**src/rtl/decode_stage_p.sv**
```systemverilog
// Decode stage: 8-entry register bank, field decode, RAW scoreboard with optional
// write-back bypass, and one registered valid/ready output stage toward the ALU.
module decode_stage_p #(
    parameter int DATA_W  = 16,
    parameter int BYPASS  = 1,
    parameter int ZERO_R0 = 0
) (
    input  logic              i_clk,
    input  logic              i_rst_n,
    input  logic              i_in_valid,
    output logic              o_in_ready,
    input  logic [15:0]       i_ins,
    input  logic              i_flush,
    input  logic              i_wb_en,
    input  logic [2:0]        i_wb_rd,
    input  logic [DATA_W-1:0] i_wb_data,
    output logic              o_out_valid,
    input  logic              i_out_ready,
    output logic [DATA_W-1:0] o_r1_data,
    output logic [DATA_W-1:0] o_r2_data,
    output logic [DATA_W-1:0] o_imm_data,
    output logic [2:0]        o_rd,
    output logic [2:0]        o_aluop,
    output logic              o_wr_en
);

    localparam logic L_BYP = (BYPASS != 0);
    localparam logic L_Z0  = (ZERO_R0 != 0);

    logic [DATA_W-1:0] r_bank [8];
    logic              r_pending [8];

    logic              r_out_valid;
    logic [DATA_W-1:0] r_r1_data;
    logic [DATA_W-1:0] r_r2_data;
    logic [DATA_W-1:0] r_imm_data;
    logic [2:0]        r_rd;
    logic [2:0]        r_aluop;
    logic              r_wr_en;

    logic [2:0]        w_opc;
    logic [2:0]        w_rs1;
    logic [2:0]        w_rs2;
    logic [2:0]        w_rd;
    logic [3:0]        w_func;
    logic              w_wr_en;
    logic [2:0]        w_aluop;
    logic [7:0]        w_wb_hit;
    logic [7:0]        w_hz;
    logic              w_stall;
    logic              w_in_ready;
    logic              w_accept;
    logic [DATA_W-1:0] w_r1_data;
    logic [DATA_W-1:0] w_r2_data;

    assign w_opc  = i_ins[15:13];
    assign w_rs1  = i_ins[12:10];
    assign w_rs2  = i_ins[9:7];
    assign w_rd   = i_ins[6:4];
    assign w_func = i_ins[3:0];

    // Top opcode bit selects the non-writing class, which also forces aluop[1:0] to 0.
    assign w_wr_en   = ~w_opc[2];
    assign w_aluop   = {w_wr_en & (w_func == 4'd2), w_opc[2] ? 2'b00 : w_opc[1:0]};

    assign w_stall    = i_in_valid & (w_hz[w_rs1] | w_hz[w_rs2]);
    assign w_in_ready = ~w_stall & (~r_out_valid | i_out_ready);
    assign w_accept   = i_in_valid & w_in_ready & ~i_flush;

    function automatic logic [DATA_W-1:0] f_read(
        input logic [2:0]        rs,
        input logic [DATA_W-1:0] bank_val,
        input logic              wb_en,
        input logic [2:0]        wb_rd,
        input logic [DATA_W-1:0] wb_data
    );
        logic [DATA_W-1:0] val;
        val = bank_val;
        if (L_Z0 && rs == 3'd0)
            val = '0;
        else if (L_BYP && wb_en && wb_rd == rs)
            val = wb_data;
        return val;
    endfunction

    assign w_r1_data = f_read(w_rs1, r_bank[w_rs1], i_wb_en, i_wb_rd, i_wb_data);
    assign w_r2_data = f_read(w_rs2, r_bank[w_rs2], i_wb_en, i_wb_rd, i_wb_data);

    genvar gi;
    generate
        for (gi = 0; gi < 8; gi++) begin : g_reg
            localparam logic L_FIXED0 = L_Z0 && (gi == 0);

            assign w_wb_hit[gi] = i_wb_en && (i_wb_rd == 3'(gi));
            // A write-back landing this cycle resolves the hazard only when it can be forwarded.
            assign w_hz[gi] = r_pending[gi] && !(w_wb_hit[gi] && L_BYP) && !L_FIXED0;

            always_ff @(posedge i_clk or negedge i_rst_n) begin
                if (!i_rst_n)
                    r_bank[gi] <= '0;
                else if (w_wb_hit[gi] && !L_FIXED0)
                    r_bank[gi] <= i_wb_data;
            end

            // Set has priority so a new writer is not lost to an older write-back.
            always_ff @(posedge i_clk or negedge i_rst_n) begin
                if (!i_rst_n)
                    r_pending[gi] <= 1'b0;
                else if (w_accept && w_wr_en && (w_rd == 3'(gi)) && !L_FIXED0)
                    r_pending[gi] <= 1'b1;
                else if (w_wb_hit[gi])
                    r_pending[gi] <= 1'b0;
            end
        end
    endgenerate

    always_ff @(posedge i_clk or negedge i_rst_n) begin
        if (!i_rst_n) begin
            r_out_valid <= 1'b0;
            r_r1_data   <= '0;
            r_r2_data   <= '0;
            r_imm_data  <= '0;
            r_rd        <= 3'd0;
            r_aluop     <= 3'd0;
            r_wr_en     <= 1'b0;
        end else if (i_flush) begin
            r_out_valid <= 1'b0;
        end else if (w_accept) begin
            r_out_valid <= 1'b1;
            r_r1_data   <= w_r1_data;
            r_r2_data   <= w_r2_data;
            r_imm_data  <= {{(DATA_W-3){1'b0}}, w_rs1};
            r_rd        <= w_rd;
            r_aluop     <= w_aluop;
            r_wr_en     <= w_wr_en;
        end else if (i_out_ready) begin
            r_out_valid <= 1'b0;
        end
    end

    assign o_in_ready  = w_in_ready;
    assign o_out_valid = r_out_valid;
    assign o_r1_data   = r_r1_data;
    assign o_r2_data   = r_r2_data;
    assign o_imm_data  = r_imm_data;
    assign o_rd        = r_rd;
    assign o_aluop     = r_aluop;
    assign o_wr_en     = r_wr_en;

endmodule
```
**config.mk**
```make
export PLATFORM = sky130hd
export DESIGN_NAME = decode_stage_p
export DESIGN_NICKNAME = d
export VERILOG_FILES = /design/src/rtl/decode_stage_p.sv
export SDC_FILE = /design/constraint.sdc
export NUM_CORES = 1
export LEC_CHECK = 0
export BUFFER_PORTS_ARGS = -buffer_cell sky130_fd_sc_hd__buf_4
export CORE_MARGIN = 4
export CORE_UTILIZATION = 50
export CTS_BUF_LIST = sky130_fd_sc_hd__clkbuf_2 sky130_fd_sc_hd__clkbuf_4 sky130_fd_sc_hd__clkbuf_8
export DETAILED_ROUTE_END_ITERATION = 8
export GPL_ROUTABILITY_DRIVEN = 0
export GPL_TIMING_DRIVEN = 1
export PLACE_DENSITY = 0.79
export RECOVER_POWER = 100
export SYNTH_ARGS = -nofsm -noshare
export SYNTH_HDL_FRONTEND = slang
export SYNTH_SLANG_ARGS = --single-unit
```
**constraint.sdc**
```tcl
create_clock -name i_clk -period 2.7 [get_ports i_clk]
set_input_delay 0.27 -clock i_clk [delete_from_list [all_inputs] [get_ports i_clk]]
set_output_delay 0.27 -clock i_clk [all_outputs]
set_load 0.02 [all_outputs]
```
==> summary.txt, run 1 <==
Post-CTS Setup Inserts: 0
DIE WIDTH: 146 um
Rows: 50
Nets: 860
Die Y: 146 um
Yosys Warn Count: 0
Distinct cells, synth: 34
Synth Instances: 749
Hold_sp: i_ins[15]
Slew HR: -0.0569
Pin count of the biggest net entering global routing: 61
TritonCTS clock tree: done
Unrepaired setup endpoints after global routing: no
Most common flop cell mapped by yosys: dfrtp_1
Failing checks: max-capacitance violations, max-slew violations
Core region area: 0.0187 mm2
Worst slew pin tran: 1590 ps
Mapped Area: 0.00950 mm2
Sequential share of the synthesized area: 0.471
Die area: 0.0213 mm2
Area share of the largest cell type after synthesis: 0.471
Number of global-route vias before repair: 6533
Leak: 0.00470 uW
Crit. End Element: output pin
R2r startpoint: r_pending[1]
Tot GR Track Use: 0.218
Clock slew at reported path FFs: 90 ps
Worst vdd ir: 0.370 mV
CTS H-tree lvls: 4
Pre-CTS setup slack: 69.9 ps
CP required: 2430 ps
Root Buffer: clkbuf_8
Layout cells sized above 1: 0.307
Fin. Hold Viols: 0
Detail Placement HPWL: 14700 um
Initial antenna violation count: 0
DR vias: 6268
Pwr dens: 777 mW/mm2
Antenna diodes: 0
CTS Buffer Depth: 2
Worst-Skew Late Latency: 460 ps
Maximum fanout along the worst path: 3
Crit. Startpoint: r_pending[1]
Total negative slack: 0 ps
CTS Buf Count: 17
PortBufs: 84
Post-synthesis average cell area: 12.7 um2
Crit Path Category: flop to output pin
Async S/R FF share, synth: 1.00
Top cells by area, synth: dfrtp_1 47%, mux4_2 16%, mux2_2 11%, mux2i_1 6.8%, nand2_1 5.2%
Count of final setup violators: 0
DRC Markers: 0
Period utilization: 0.945
Leading area contributor after synthesis: dfrtp_1
Post-synth EDFFs: 0
DR pass1 iterations: 8
CP Launch Type: flop
Post-Layout Cell Count: 1064
Min-Delay Path Class: input pin to flop
WHS: 50.8 ps
Status: complete, but fails checks
IO Pins: 98
Clock sink count: 179
Routed len/inst: 21.2 um
Routed vias/inst: 5.89
Inst Count DP: 1033
Clk_skew: 10.7 ps
Min Tclk post-route: 2550 ps
Arr. time, crit path: 2280 ps
Starting DRT DRC Count: 505
Routed WL: 22600 um
DRT antenna net count: 0
Final slew viol count: 60
Maxcap violations: 1
Initial Utilization: 0.508
Grt ovf: 0
Area grow syn2layout: 10.5%
Synth Register Bits: 179
Setup ws final: 149 ps
Global-route wire length before repair: 36100 um
Highest clock rate: 392 MHz
-- flip-flops by register name, indices dropped and copies added (netlist names) --
signal       flops
o_aluop          3
o_imm_data       3
o_out_valid      1
o_r1_data       16
o_r2_data       16
o_rd             3
o_wr_en          1
r_bank         128
r_pending        8
-- worst paths after layout --
| kind | cells past startpoint | slack [ps] | to |
|---|---|---|---|
| setup / recovery | 6 | 150 | o_in_ready |
| hold / removal | 2 | 50 | o_wr_en |
| setup reg to reg | 6 | 210 | o_imm_data[1] |
| hold reg to reg | 1 | 490 | o_rd[0] |
| min in group asynchronous | 2 | 730 | o_r1_data[2] |
| max in group asynchronous | 3 | 460 | r_bank[88] |
-- report_power, final --
group	total, uW	switching [uW]	internal [uW]	leakage [uW]
Combinational	2430	1280	1150	0.00231
Clock	1870	905	962	0.000206
Sequential	3860	471	3390	0.00218
-- worst max-delay path, stage by stage (launching register included) --
cell and delay, ps:
dfrtp_1 390, nor2b_1 130, a32o_1 210, mux4_2 500, o21a_1 220, nor2_1 110, clkbuf_1 250
-- metrics by stage --
stage | total power [uW] | area [um2] | utilization
6_report | 8160 | 10500 | 0.562
5_1_grt | 8630 | 10500 | 0.562
4_1_cts | 8470 | 10800 | 0.576
3_5_place_dp | 6600 | 10400 | 0.555
3_3_place_gp | 6480 | 10400 | 0.555
2_1_floorplan | 5610 | 9550 | -
-- layer usage --
metal	track usage	vias up	wire [um]
li1	-	2790	-
met1	0.285	3202	9380
met2	0.366	231	11300
met3	0.0458	45	1380
met4	0.0698	0	477
met5	0	-	0
-- cell usage in the layout (no fill, tap or decap), drive strengths merged, types with 3 or more instances in the layout --
master	synthesis	layout
a32o	13	13
nor2b	9	9
nand2	131	131
dfrtp	179	179
nand4	3	3
o21ai	32	32
mux2	105	105
inv	36	36
buf	46	57
mux2i	65	65
mux4	66	66
nor3b	3	3
clkbuf	32	85
nand4b	3	3
xnor2	6	6
conb	1	13
-- cell usage after synthesis (6+ instances only) --
cell	number
mux2i_1	65
dfrtp_1	179
mux4_2	66
inv_1	36
clkbuf_1	31
mux2_2	96
buf_2	9
buf_4	27
o21ai_0	32
a32o_1	13
xnor2_1	6
mux2_1	9
nand2_1	131
nor2b_1	9
buf_1	10
-- cell type report --
type / count / area, um2
Fill cell: 1526 / 8200
Multi-Input combinational cell: 468 / 4510
Sequential cell: 179 / 4480
Timing Repair Buffer: 117 / 691
Clock buffer: 26 / 327
Tap cell: 234 / 293
Inverter: 36 / 135
Clock inverter: 4 / 72.6
-- logic make-up after synthesis --
| group | synth area share |
|---|---|
| muxes | 0.349 |
| DFF | 0.471 |
| and+or+nand+nor | 0.0814 |
| buffers and inverters | 0.0570 |
| AOI/OAI and AO/OA | 0.0352 |
| xor gates and xnor gates | 0.00553 |
| other | 0.000395 |
-- what timing repair did --
item	CTS	global route
endpoints found under the hold margin	57	0
resized for setup	0	0
endpoints found under the setup margin	0	0
hold buffers	1	0
No activity file was read; power rests on OpenSTA's default activity.
==> run 2: changes to the inputs <==
==> constraint.sdc (replaced) <==
create_clock -name i_clk -period 3.25 [get_ports i_clk]
set_input_delay 0.325 -clock i_clk [delete_from_list [all_inputs] [get_ports i_clk]]
set_output_delay 0.325 -clock i_clk [all_outputs]
set_load 0.02 [all_outputs]
==> run 2 against run 1 <==
Net effect:
- the flow still finishes with violations (max-capacitance violations, max-slew violations)
- critical path depth is 2 higher
- total power is 14% lower
- via count is 0.64% lower
- final area hardly changed
- wire length is 2.7% lower
- clock skew is 1.3 ps higher
- sequential power is 17% lower
- sequential share of layout area hardly changed
- critical endpoint unchanged
- largest cell class unchanged
- highest routed layer unchanged
==> summary.txt, run 2 (synthesis gave the netlist of run 1 again) <==
Status: complete, but fails checks
Failing checks: max-capacitance violations, max-slew violations
Maximum fanout along the worst path: 12
Routed wl met3: 1360 um
Commonest non-fill, non-tap cell in the layout: dfrtp_1
Highest Signal Layer: met4
Slowest stage delay, CP: 520 ps
Highest clock rate: 351 MHz
Arr. time, crit path: 2520 ps
Worst Path Buf+Inv: 3
Clock sink count: 179
Hold buffer count at cts: 1
Crit Path Category: input pin to output pin
# resized after CTS: 0
R2r startpoint: r_pending[1]
DR pass1 iterations: 5
Slew HR: -0.851
Maxcap violations: 1
Routed vias/inst: 5.88
Rows: 50
Total negative slack: 0 ps
Net Sw Frac: 0.325
Worst-Skew Late Latency: 480 ps
CP required: 2920 ps
DRT antenna net count: 0
CTS Buffer Depth: 2
Global-route wire length before repair: 35300 um
Setup slack, reg-to-reg: 700 ps
Sequential power share: 0.458
Die Y: 146 um
Die area: 0.0213 mm2
Wire length on met1: 9180 um
Count of final setup violators: 0
Max reg flops: 128
TritonCTS clock tree: done
DRC Markers: 0
CTS Buf Count: 17
Leak: 0.00469 uW
DR vias: 6228
Min Tclk post-route: 2850 ps
Biggest register: r_bank
Initial Utilization: 0.508
PortBufs: 84
Clk_skew: 12.0 ps
Crit. End Element: output pin
Worst slew pin tran: 2750 ps
Hold path endpoint: o_wr_en
Pin count of the biggest net entering global routing: 65
Root Buffer: clkbuf_8
Area grow syn2layout: 10.6%
Routed WL: 22000 um
Slowest CP cell: mux4_2
Met2 routed WL: 10900 um
Layout cells sized above 1: 0.305
Min-Delay Path Class: input pin to flop
Pwr dens: 664 mW/mm2
P_int: 4710 uW
Post-CTS Setup Inserts: 0
Worst reg-to-reg path cell count: 6
Unrepaired setup endpoints after global routing: no
Number of global-route vias before repair: 6453
Initial antenna violation count: 0
Clock share of power: 0.256
CTS H-tree lvls: 4
Fin. Hold Viols: 0
Post-DP Area: 0.0103 mm2
Clock slew at reported path FFs: 90 ps
Hold_sp: i_ins[15]
Nets: 853
Antenna diodes: 0
Most frequent CP cell: clkbuf_1
Starting DRT DRC Count: 445
Net switching power: 2270 uW
CP Launch Type: input pin
Post-route cell area: 0.0105 mm2
Cell breakdown of the critical path: clkbuf_1 > nand4bb_1 > clkbuf_1 > a32o_1 > mux4_2 > o21a_1 > nor2_1 > buf_4
Period utilization: 0.876
CP top delay family: buffers and inverters
Comb pwr share: 0.286
Most frequent cells in the layout: 179 x dfrtp_1, 131 x nand2_1, 96 x mux2_2
Final slew viol count: 17
DIE WIDTH: 146 um
Worst hold stages: 2
Core region area: 0.0187 mm2
Tot GR Track Use: 0.212
Grt ovf: 0
Detail Placement HPWL: 14200 um
Routed len/inst: 20.7 um
Worst R2R End: o_r2_data[0]
IO Pins: 98
Worst vdd ir: 0.325 mV
-- run 2: cell types whose count changed in the layout (fill, tap and decap cells not counted), moves of 2 or more --
cell,previous run,this run
buf_4,55,49
bufinv_16,2,5
clkbuf_4,6,1
clkbuf_8,21,18
clkinv_4,0,2
inv_6,0,4
-- run 2: metal layers --
metal | vias to the layer above | track usage
met3 | 46 | 0.0495
met4 | 0 | 0.0670
met5 | - | 0
li1 | 2773 | -
met1 | 3187 | 0.278
met2 | 222 | 0.351
-- run 2: power by group through the flow --
stage	sequential (uW)	clock, uW	combinational (uW)
floorplan	3430	0	1220
global placement	3210	0	2170
detailed placement	3240	0	2220
CTS	3200	1820	2230
global route	3270	1920	2200
finish	3200	1780	2000
-- run 2: worst max-delay path by stage --
| stage | from | to | slack [ps] | cells after the start |
|---|---|---|---|---|
| detailed placement | i_wb_rd[2] | o_aluop[2] | 390 | 8 |
| floorplan | i_wb_rd[2] | o_imm_data[0] | 580 | 7 |
| global route | i_wb_en | o_in_ready | 280 | 8 |
| CTS | r_pending[1] | o_in_ready | 630 | 6 |
| finish | i_wb_en | o_in_ready | 400 | 8 |
| global placement | i_wb_rd[2] | o_aluop[1] | 460 | 8 |
-- run 2: final cells by class --
| class | instances | area (um2) |
|---|---|---|
| fillers | 1540 | 8190 |
| clock inverters | 14 | 223 |
| well taps | 234 | 293 |
| clock buffers | 18 | 248 |
| multi-input cells | 468 | 4510 |
| inverters | 36 | 135 |
| flip-flops and latches | 179 | 4480 |
| repair buffers | 110 | 627 |
-- run 2: per-stage QoR --
step / cells / hold slack [ps] / power, uW / utilization / setup WS (ps)
floorplan: 761 / 29.4 / 4660 / - / 578
global placement: 1026 / 320 / 5370 / 0.551 / 465
detailed placement: 1026 / 331 / 5460 / 0.551 / 386
CTS: 1059 / 65.2 / 7250 / 0.577 / 631
global route: 1059 / 77.6 / 7400 / 0.562 / 275
finish: 1059 / 89.4 / 6980 / 0.562 / 402
==> run 3: changes to the inputs <==
--- a/config.mk
+++ b/config.mk
@@ -12,7 +12,7 @@
 export DETAILED_ROUTE_END_ITERATION = 8
 export GPL_ROUTABILITY_DRIVEN = 0
 export GPL_TIMING_DRIVEN = 1
-export PLACE_DENSITY = 0.79
+export PLACE_DENSITY_LB_ADDON = 0.3
 export RECOVER_POWER = 100
 export SYNTH_ARGS = -nofsm -noshare
 export SYNTH_HDL_FRONTEND = slang
==> run 3 against run 2 <==
Net effect:
- clock power decreased by 24%
- the flow still finishes with violations (max-capacitance violations, max-slew violations)
- global-route usage rose by 0.53 points
- critical path depth unchanged
- via count shrank 0.75%
- setup slack got worse by 30 ps
- combinational power barely moved
- wire length rose by 2.3%
- sequential power about the same
- utilization is 0.72 points lower
- count of clock-buffer cells in the layout rose by 2
- sequential cell count unchanged
==> summary.txt, run 3 (synthesis gave the netlist of run 1 again) <==
Status: complete, but fails checks
Failing checks: max-capacitance violations, max-slew violations
Clock share of power: 0.207
Arr. time, crit path: 3210 ps
Unrepaired setup endpoints after global routing: no
Area grow syn2layout: 9.22%
Detail Placement HPWL: 14500 um
Biggest register: r_bank
Min-Delay Path Class: input pin to flop
P_int: 4330 uW
Worst vdd ir: 0.331 mV
CP top delay family: simple AND/OR/NAND/NOR gates
Slew HR: -0.00663
Nets: 854
Rows: 50
Most frequent cells in the layout: 179 x dfrtp_1, 131 x nand2_1, 95 x mux2_2
DR vias: 6181
Die Y: 146 um
Post-DP Area: 0.0103 mm2
CP required: 3580 ps
Routed vias/inst: 5.83
Most frequent CP cell: buf_4
Period utilization: 0.886
Layout cells sized above 1: 0.300
Initial Utilization: 0.508
Hold buffer count at cts: 1
Post-route cell area: 0.0104 mm2
Pwr dens: 633 mW/mm2
Worst slew pin tran: 1510 ps
CP Launch Type: input pin
Max reg flops: 128
Worst Path Buf+Inv: 3
Core region area: 0.0187 mm2
Count of final setup violators: 0
CTS Buf Count: 17
Total negative slack: 0 ps
CTS Buffer Depth: 2
TritonCTS clock tree: done
Post-CTS Setup Inserts: 0
DIE WIDTH: 146 um
IO Pins: 98
# resized after CTS: 0
DRC Markers: 0
Die area: 0.0213 mm2
# fillers: 1573
Pre-CTS setup slack: 401 ps
Crit. End Element: flop
Clk_skew: 9.30 ps
Min Tclk post-route: 2880 ps
Highest clock rate: 347 MHz
Routed len/inst: 21.2 um
Net Sw Frac: 0.342
DRT antenna net count: 0
PortBufs: 84
Global-route wire length before repair: 36200 um
CTS H-tree lvls: 4
Root Buffer: clkbuf_8
Setup ws final: 371 ps
Clock slew at reported path FFs: 90 ps
Maxcap violations: 1
Clock sink count: 179
Routed WL: 22500 um
Grt ovf: 0
Starting DRT DRC Count: 315
Slowest stage delay, CP: 580 ps
Final slew viol count: 29
Fin. Hold Viols: 0
Pin count of the biggest net entering global routing: 97
Leak: 0.00462 uW
Maximum fanout along the worst path: 19
Tot GR Track Use: 0.217
Crit Path Category: input pin to flop
Worst-Skew Late Latency: 450 ps
Net switching power: 2250 uW
Initial antenna violation count: 0
Comb pwr share: 0.306
Hold_sp: i_ins[15]
Slowest CP cell: nor4_1
Commonest non-fill, non-tap cell in the layout: dfrtp_1
Number of global-route vias before repair: 6741
Crit. Startpoint: i_wb_rd[0]
R2r startpoint: r_pending[1]
DR pass1 iterations: 5
Antenna diodes: 0
Sequential power share: 0.486
Cell breakdown of the critical path: buf_4 > nor4b_4 > clkbuf_1 > o32ai_1 > mux4_2 > nor4_1 > buf_4 > mux2_1
Fin util: 0.555
==> run 3: cell types whose count changed in the layout (fill, tap and decap cells not counted), sizes merged <==
cell      before  now
buf           50   53
bufinv         5    0
clkinv         3    5
clkinvlp       2    5
inv           40   38
==> run 3: metrics by stage <==
stage                     instances  hold slack [ps]  power, uW
after global placement         1027              469       5360
after CTS                      1060             86.0       6860
after global routing           1060             89.6       6990
after detailed placement       1027              479       5490
final                          1060              104       6570
after floorplan                 761             29.4       4660
==> run 3: power groups by stage <==
stage | clock network, uW | registers (uW) | logic [uW]
finish | 1360 | 3200 | 2010
global route | 1500 | 3280 | 2210
global placement | 0 | 3180 | 2180
detailed placement | 0 | 3240 | 2250
CTS | 1400 | 3200 | 2260
floorplan | 0 | 3430 | 1220
==> run 3: per-layer routing <==
layer / GRT usage / share of wire / up-vias
met5: 0 / 0 / -
met1: 0.283 / 0.43 / 3184
met3: 0.0433 / 0.047 / 37
met4: 0.0636 / 0.018 / 0
li1: - / - / 2768
met2: 0.370 / 0.51 / 192
==> run 3: layout make-up <==
class | instances | area (um2) | area share
Multi-Input combinational cell | 468 | 4490 | 0.432
Sequential cell | 179 | 4480 | 0.432
Timing Repair Buffer | 111 | 638 | 0.0615
Tap cell | 234 | 293 | 0.0282
Clock buffer | 20 | 263 | 0.0253
Inverter | 36 | 135 | 0.0130
Clock inverter | 12 | 83.8 | 0.00808
==> run 3: worst paths after layout <==
| path | endpoint | slack [ps] | cells past startpoint |
|---|---|---|---|
| min in group asynchronous | r_bank[23] | 520 | 2 |
| worst min-delay path | o_wr_en | 100 | 2 |
| worst max-delay path | o_rd[1] | 370 | 8 |
| worst min register to register | o_aluop[2] | 500 | 1 |
| max in group asynchronous | r_bank[110] | 740 | 3 |
| worst max register to register | o_rd[1] | 510 | 6 |
